`src/rtl/comp_freq_seq_gen.sv`:
```
// Challenge-driven TERO index sequencer: decodes a challenge into a group pair (a < b)
// and streams every TERO index of both groups over all columns on a valid/ready port.
module comp_freq_seq_gen #(
  parameter int N_GROUPS   = 16,
  parameter int GROUP_SIZE = 8,
  parameter int N_COLS     = 10,
  parameter int CH_W       = 8,
  parameter int IDX_W      = 11
) (
  input  logic                        clk,
  input  logic                        reset,
  input  logic [CH_W-1:0]             challenge_in,
  input  logic                        start,
  input  logic                        mode,
  output logic [IDX_W-1:0]            tero_idx,
  output logic                        idx_valid,
  input  logic                        idx_ready,
  output logic [$clog2(N_GROUPS)-1:0] grp_a,
  output logic [$clog2(N_GROUPS)-1:0] grp_b,
  output logic                        busy,
  output logic                        done,
  output logic                        err
);

  localparam int GW = $clog2(N_GROUPS);
  localparam int RW = (GROUP_SIZE > 1) ? $clog2(GROUP_SIZE) : 1;
  localparam int CW = (N_COLS > 1) ? $clog2(N_COLS) : 1;
  localparam int DW = CH_W + GW + 1;
  localparam logic [DW-1:0]    N_PAIRS    = DW'(N_GROUPS * (N_GROUPS - 1) / 2);
  localparam logic [IDX_W-1:0] COL_STRIDE = IDX_W'(N_GROUPS * GROUP_SIZE);
  localparam logic [RW-1:0]    R_LAST     = RW'(GROUP_SIZE - 1);
  localparam logic [CW-1:0]    C_LAST     = CW'(N_COLS - 1);

  typedef enum logic [1:0] {
    S_IDLE   = 2'd0,
    S_DECODE = 2'd1,
    S_EMIT   = 2'd2,
    S_DONE   = 2'd3
  } state_t;

  function automatic logic [IDX_W-1:0] grp_base(input logic [GW-1:0] g);
    grp_base = IDX_W'(g) * IDX_W'(GROUP_SIZE);
  endfunction

  state_t            state_q, state_d;
  logic [GW-1:0]     i_q, i_d;
  logic [CH_W-1:0]   rem_q, rem_d;
  logic              mode_q, mode_d;
  logic              gsel_q, gsel_d;
  logic [RW-1:0]     r_q, r_d;
  logic [CW-1:0]     c_q, c_d;
  logic [IDX_W-1:0]  col_off_q, col_off_d;
  logic [IDX_W-1:0]  tero_idx_q, tero_idx_d;
  logic              idx_valid_q, idx_valid_d;
  logic [GW-1:0]     grp_a_q, grp_a_d;
  logic [GW-1:0]     grp_b_q, grp_b_d;
  logic              busy_q, busy_d;
  logic              done_q, done_d;
  logic              err_q, err_d;

  logic [DW-1:0]     lim_s;
  logic              c_last_s, r_last_s, step_c_s, step_r_s, grp_end_s;

  // Next-state logic for the FSM, decode iterator and scan counters.
  always_comb begin
    state_d     = state_q;
    i_d         = i_q;
    rem_d       = rem_q;
    mode_d      = mode_q;
    gsel_d      = gsel_q;
    r_d         = r_q;
    c_d         = c_q;
    col_off_d   = col_off_q;
    tero_idx_d  = tero_idx_q;
    idx_valid_d = idx_valid_q;
    grp_a_d     = grp_a_q;
    grp_b_d     = grp_b_q;
    busy_d      = busy_q;
    done_d      = done_q;
    err_d       = err_q;

    lim_s     = DW'(N_GROUPS - 1) - DW'(i_q);
    c_last_s  = (c_q == C_LAST);
    r_last_s  = (r_q == R_LAST);
    // The inner loop always steps; the outer one steps when the inner wraps.
    step_c_s  = mode_q ? r_last_s : 1'b1;
    step_r_s  = mode_q ? 1'b1 : c_last_s;
    grp_end_s = c_last_s && r_last_s;

    case (state_q)
      S_IDLE, S_DONE: begin
        if (start) begin
          mode_d  = mode;
          done_d  = 1'b0;
          err_d   = 1'b0;
          grp_a_d = {GW{1'b0}};
          grp_b_d = {GW{1'b0}};
          if (DW'(challenge_in) >= N_PAIRS) begin
            state_d = S_DONE;
            err_d   = 1'b1;
            done_d  = 1'b1;
            busy_d  = 1'b0;
          end else begin
            state_d = S_DECODE;
            i_d     = {GW{1'b0}};
            rem_d   = challenge_in;
            busy_d  = 1'b1;
          end
        end else begin
          state_d = state_q;
        end
      end
      S_DECODE: begin
        if (DW'(rem_q) < lim_s) begin
          grp_a_d     = i_q;
          grp_b_d     = i_q + GW'(1) + GW'(rem_q);
          gsel_d      = 1'b0;
          r_d         = {RW{1'b0}};
          c_d         = {CW{1'b0}};
          col_off_d   = {IDX_W{1'b0}};
          tero_idx_d  = grp_base(i_q);
          idx_valid_d = 1'b1;
          state_d     = S_EMIT;
        end else begin
          rem_d = rem_q - lim_s[CH_W-1:0];
          i_d   = i_q + GW'(1);
        end
      end
      S_EMIT: begin
        if (idx_valid_q && idx_ready) begin
          if (step_c_s) begin
            c_d       = c_last_s ? {CW{1'b0}} : c_q + CW'(1);
            col_off_d = c_last_s ? {IDX_W{1'b0}} : col_off_q + COL_STRIDE;
          end else begin
            c_d       = c_q;
          end
          if (step_r_s) begin
            r_d = r_last_s ? {RW{1'b0}} : r_q + RW'(1);
          end else begin
            r_d = r_q;
          end
          if (grp_end_s && gsel_q) begin
            state_d     = S_DONE;
            idx_valid_d = 1'b0;
            busy_d      = 1'b0;
            done_d      = 1'b1;
          end else begin
            gsel_d     = gsel_q | grp_end_s;
            tero_idx_d = col_off_d + grp_base((gsel_q | grp_end_s) ? grp_b_q : grp_a_q)
                         + IDX_W'(r_d);
          end
        end else begin
          tero_idx_d = tero_idx_q;
        end
      end
      default: begin
        state_d = S_IDLE;
      end
    endcase
  end

  // State and output registers with asynchronous reset.
  always_ff @(posedge clk or posedge reset) begin
    if (reset) begin
      state_q     <= S_IDLE;
      i_q         <= {GW{1'b0}};
      rem_q       <= {CH_W{1'b0}};
      mode_q      <= 1'b0;
      gsel_q      <= 1'b0;
      r_q         <= {RW{1'b0}};
      c_q         <= {CW{1'b0}};
      col_off_q   <= {IDX_W{1'b0}};
      tero_idx_q  <= {IDX_W{1'b0}};
      idx_valid_q <= 1'b0;
      grp_a_q     <= {GW{1'b0}};
      grp_b_q     <= {GW{1'b0}};
      busy_q      <= 1'b0;
      done_q      <= 1'b0;
      err_q       <= 1'b0;
    end else begin
      state_q     <= state_d;
      i_q         <= i_d;
      rem_q       <= rem_d;
      mode_q      <= mode_d;
      gsel_q      <= gsel_d;
      r_q         <= r_d;
      c_q         <= c_d;
      col_off_q   <= col_off_d;
      tero_idx_q  <= tero_idx_d;
      idx_valid_q <= idx_valid_d;
      grp_a_q     <= grp_a_d;
      grp_b_q     <= grp_b_d;
      busy_q      <= busy_d;
      done_q      <= done_d;
      err_q       <= err_d;
    end
  end

  assign tero_idx  = tero_idx_q;
  assign idx_valid = idx_valid_q;
  assign grp_a     = grp_a_q;
  assign grp_b     = grp_b_q;
  assign busy      = busy_q;
  assign done      = done_q;
  assign err       = err_q;

endmodule
```
`config.mk`:
```
export PLATFORM = sky130hd
export DESIGN_NAME = comp_freq_seq_gen
export DESIGN_NICKNAME = d
export VERILOG_FILES = /design/src/rtl/comp_freq_seq_gen.sv
export SDC_FILE = /design/constraint.sdc
export NUM_CORES = 1
export LEC_CHECK = 0
export ABC_AREA = 1
export CORE_MARGIN = 2
export CORE_UTILIZATION = 45
export CTS_CLUSTER_SIZE = 10
export DETAILED_ROUTE_END_ITERATION = 10
export PLACE_DENSITY = 0.79
export SETUP_SLACK_MARGIN = 0.5
export SKIP_CTS_REPAIR_TIMING = 1
export SYNTH_ARGS = -nofsm -noshare
export SYNTH_HDL_FRONTEND = slang
export SYNTH_SLANG_ARGS = --single-unit
```
`constraint.sdc`:
```
create_clock -name clk -period 2.7 [get_ports clk]
set_input_delay 0.405 -clock clk [delete_from_list [all_inputs] [get_ports clk]]
set_output_delay 0.405 -clock clk [all_outputs]
set_load 0.05 [all_outputs]
```
==> results.json, run 1 <==
{
  "syn_avg_cell_area_um2": 7.474,
  "synth_top_family_by_area": "simple AND/OR/NAND/NOR gates",
  "leakage_nw": 2.312,
  "synthFlopType": "dfrtp_1",
  "peakVddDrop_mv": 0.5541,
  "synthMostInstantiatedCell": "nand2_1",
  "tightestPinTransition_ns": 0.5114,
  "slew_violations": 0,
  "vias_per_cell": 5.201,
  "layout_setup_ws_ns": 0.1720,
  "port_buffers": 35,
  "reg2reg_slack_ns": 0.17,
  "drt_iter0_drc": 171,
  "drive_gt1_frac": 0.1927,
  "syn_to_final_growth_pct": 30.69,
  "seq_area_mm2": 0.001428,
  "n_fill_cell": 669,
  "grt_antenna_before_repair": 0,
  "drc": 0,
  "run_status": "completed",
  "synth-xor-area-share": 0.01933,
  "synth_compound_area_frac": 0.1029,
  "fin_crit_sh": 0.9363,
  "synth_fa_ha_area_frac": 0.09596,
  "grt_pass1_vias": 3177,
  "synth.net_count": 524,
  "grt_overflow": 0,
  "clockBufferDepth": 2,
  "synthesis.instances": 485,
  "hpwl_mm": 6.156,
  "synth_area_leaders": "dfrtp_1 (39%), nand2_1 (16%), ha_1 (7.9%), o21ai_0 (6.4%), inv_1 (6.0%)",
  "r2r_end": "tero_idx[8]$_DFFE_PP0P_",
  "antenna_cells": 0,
  "rsz0062_at_grt": "yes",
  "yosysSeqAreaShare": 0.3935,
  "detail-route-antenna-nets": 0,
  "htree_levels": 3,
  "fin_nets": 579,
  "place_area_mm2": 0.004237,
  "critical_path.max_fanout": 5,
  "yosys.area.top_type": "dfrtp_1",
  "fin_crit_ns": 2.528,
  "synthDominantCellAreaShare": 0.3935,
  "crit_path_end_kind": "register",
  "grt_pass1_wl_mm": 14.15,
  "tritoncts": "built",
  "post-place-ws_ns": 0.1090,
  "ys_top_cells_by_count": "nand2_1 (156), inv_1 (58), dfrtp_1 (57)",
  "finalSetupViolCount": 0,
  "synth_edf_count": 0,
  "async_reset_ff_frac": 1.000,
  "coreArea_mm2": 0.007767,
  "first_pass_iters": 5,
  "yosysWarnings": 0,
  "synth_simple_gate_area_frac": 0.2927,
  "clkSinkCount": 57,
  "grt_use_total": 0.2035,
  "max_slew_margin": 0.6580,
  "startpoint_type": "register",
  "r2r-start": "c_q[1]$_DFFE_PP0P_",
  "root_buffer": "clkbuf_8",
  "power.total_mw": 4.955,
  "drv_cap": 0,
  "fmax_ghz": 0.3956,
  "via_count": 3365,
  "multi_input_area_mm2": 0.002205,
  "cts_made_buffers": 9,
  "ys_ff_latch": 57,
  "ff2ff_path_depth": 17,
  "cp.required_ns": 2.93,
  "wire_per_inst_um": 13.70,
  "clk_latency_ns": 0.34,
  "fp.dieW_um": 93.75,
  "drt_wl_total_mm": 8.864,
  "synth_cell_types": 36,
  "crit_arrival_ns": 2.76,
  "rows": 32,
  "start_util": 0.4667,
  "fin_worst_skew_ns": 0.005708,
  "power.density_mw_per_mm2": 1046,
  "fp.dieArea_mm2": 0.008789,
  "die_height_um": 93.75,
  "synthMuxAreaShare": 0.01553,
  "hp-class": "in -> async",
  "syn_area_mm2": 0.003625,
  "place_congestion": 0.8874,
  "fin_setup_tns_ns": 0,
  "stdcell_area_mm2": 0.004737,
  "finalHoldViolations": 0,
  "clk_pin_slew_ns": 0.07,
  "pin_count": 36,
  "criticalPathCategory": "reg -> reg",
  "grt_max_degree": 27
}
[kinds of logic (layout without fill, tap and decap cells)]
kind of cell    Yosys count  after routing
fa+ha+maj                26             26
simple gates            248            248
flops                    57             57
xor+xnor                  8              8
compound gates           70             70
mux                       5              5
buf+inv                  71            131
[cell usage in the layout, fill, tap and decap left out, types with 3 or more instances in the layout]
cell,instances
nor2_1,21
mux2_4,5
o21a_1,3
clkdlybuf4s50_1,35
inv_1,51
ha_2,4
nand2_4,6
xor2_1,4
ha_1,12
xnor2_1,3
o21ai_1,8
nand2_1,143
ha_4,7
a21oi_1,6
nor2_2,8
a21oi_2,3
inv_2,7
nand3_1,30
nor2_4,4
o21ai_0,40
nand3_2,5
nand2_2,9
dfrtp_1,56
nor3_1,7
clkbuf_8,11
nand4_1,9
buf_4,19
[routing by layer]
| metal | up-vias | track usage | part of all wire |
|---|---|---|---|
| met1 | 1576 | 0.2558 | 0.42 |
| li1 | 1677 | - | - |
| met3 | 16 | 0.04254 | 0.044 |
| met4 | 0 | 0.07609 | 0.016 |
| met5 | - | 0 | 0 |
| met2 | 96 | 0.3440 | 0.52 |
[layout make-up]
| cell class | instances | share of cell area |
|---|---|---|
| multi-input combinational | 357 | 0.4654 |
| clock inverter | 5 | 0.01638 |
| tap | 102 | 0.02694 |
| inverter | 60 | 0.04966 |
| sequential | 57 | 0.3014 |
| timing repair buffer | 55 | 0.1083 |
| clock buffer | 11 | 0.03196 |
[where the power goes]
group,internal (mW),switching [mW],total (mW)
Sequential,1.07,0.198,1.27
Combinational,0.932,1.83,2.77
Clock,0.566,0.352,0.918
Total,2.57,2.38,4.95
[how the worst max path moves through the flow]
| stage | from | slack [ns] | end |
|---|---|---|---|
| after CTS | c_q[1]$_DFFE_PP0P_ | 0.09 | tero_idx[10]$_DFFE_PP0P_ |
| after floorplan | r_q[0]$_DFFE_PP0P_ | 0.31 | tero_idx[8]$_DFFE_PP0P_ |
| final | c_q[1]$_DFFE_PP0P_ | 0.17 | tero_idx[8]$_DFFE_PP0P_ |
| after global placement | c_q[1]$_DFFE_PP0P_ | 0.18 | tero_idx[10]$_DFFE_PP0P_ |
| after global routing | c_q[1]$_DFFE_PP0P_ | 0.04 | tero_idx[8]$_DFFE_PP0P_ |
| after detailed placement | c_q[1]$_DFFE_PP0P_ | 0.11 | tero_idx[10]$_DFFE_PP0P_ |
[sequential cells by signal (all words and copies together), names as in the netlist]
signal	count
col_off_q	11
tero_idx	11
rem_q	8
c_q	4
grp_a	4
grp_b	4
i_q	4
r_q	3
state_q	2
busy	1
done	1
err	1
gsel_q	1
idx_valid	1
mode_q	1
[metrics by stage]
stage | hold slack [ns] | instances | util
after floorplan | 0.4708 | 485 | -
after global placement | 0.4584 | 616 | 0.5454
after detailed placement | 0.4665 | 616 | 0.5454
after CTS | 0.3650 | 632 | 0.5749
after global routing | 0.3967 | 647 | 0.6099
final | 0.3572 | 647 | 0.6099
[critical path, stage by stage (launching register included)]
cell and delay, ns:
dfrtp_1 0.39, inv_2 0.08, ha_4 0.14, nand2_4 0.06
nor2_4 0.15, nand2_2 0.10, nand2_4 0.12, mux2_4 0.33
ha_4 0.31, nand2_2 0.06, nor2_1 0.12, nand2_1 0.08
nand3_2 0.09, nand3_2 0.09, nand2_2 0.10, o21ai_1 0.07
nand3_1 0.08, nand2_1 0.05
No activity file was read; power rests on OpenSTA's default activity.
==> run 2, diff against run 1 <==
Settings changed: SKIP_LAST_GASP set to 1.
==> results of run 2 <==
No change in the layout: final DEF, timing and power equal those of run 1.
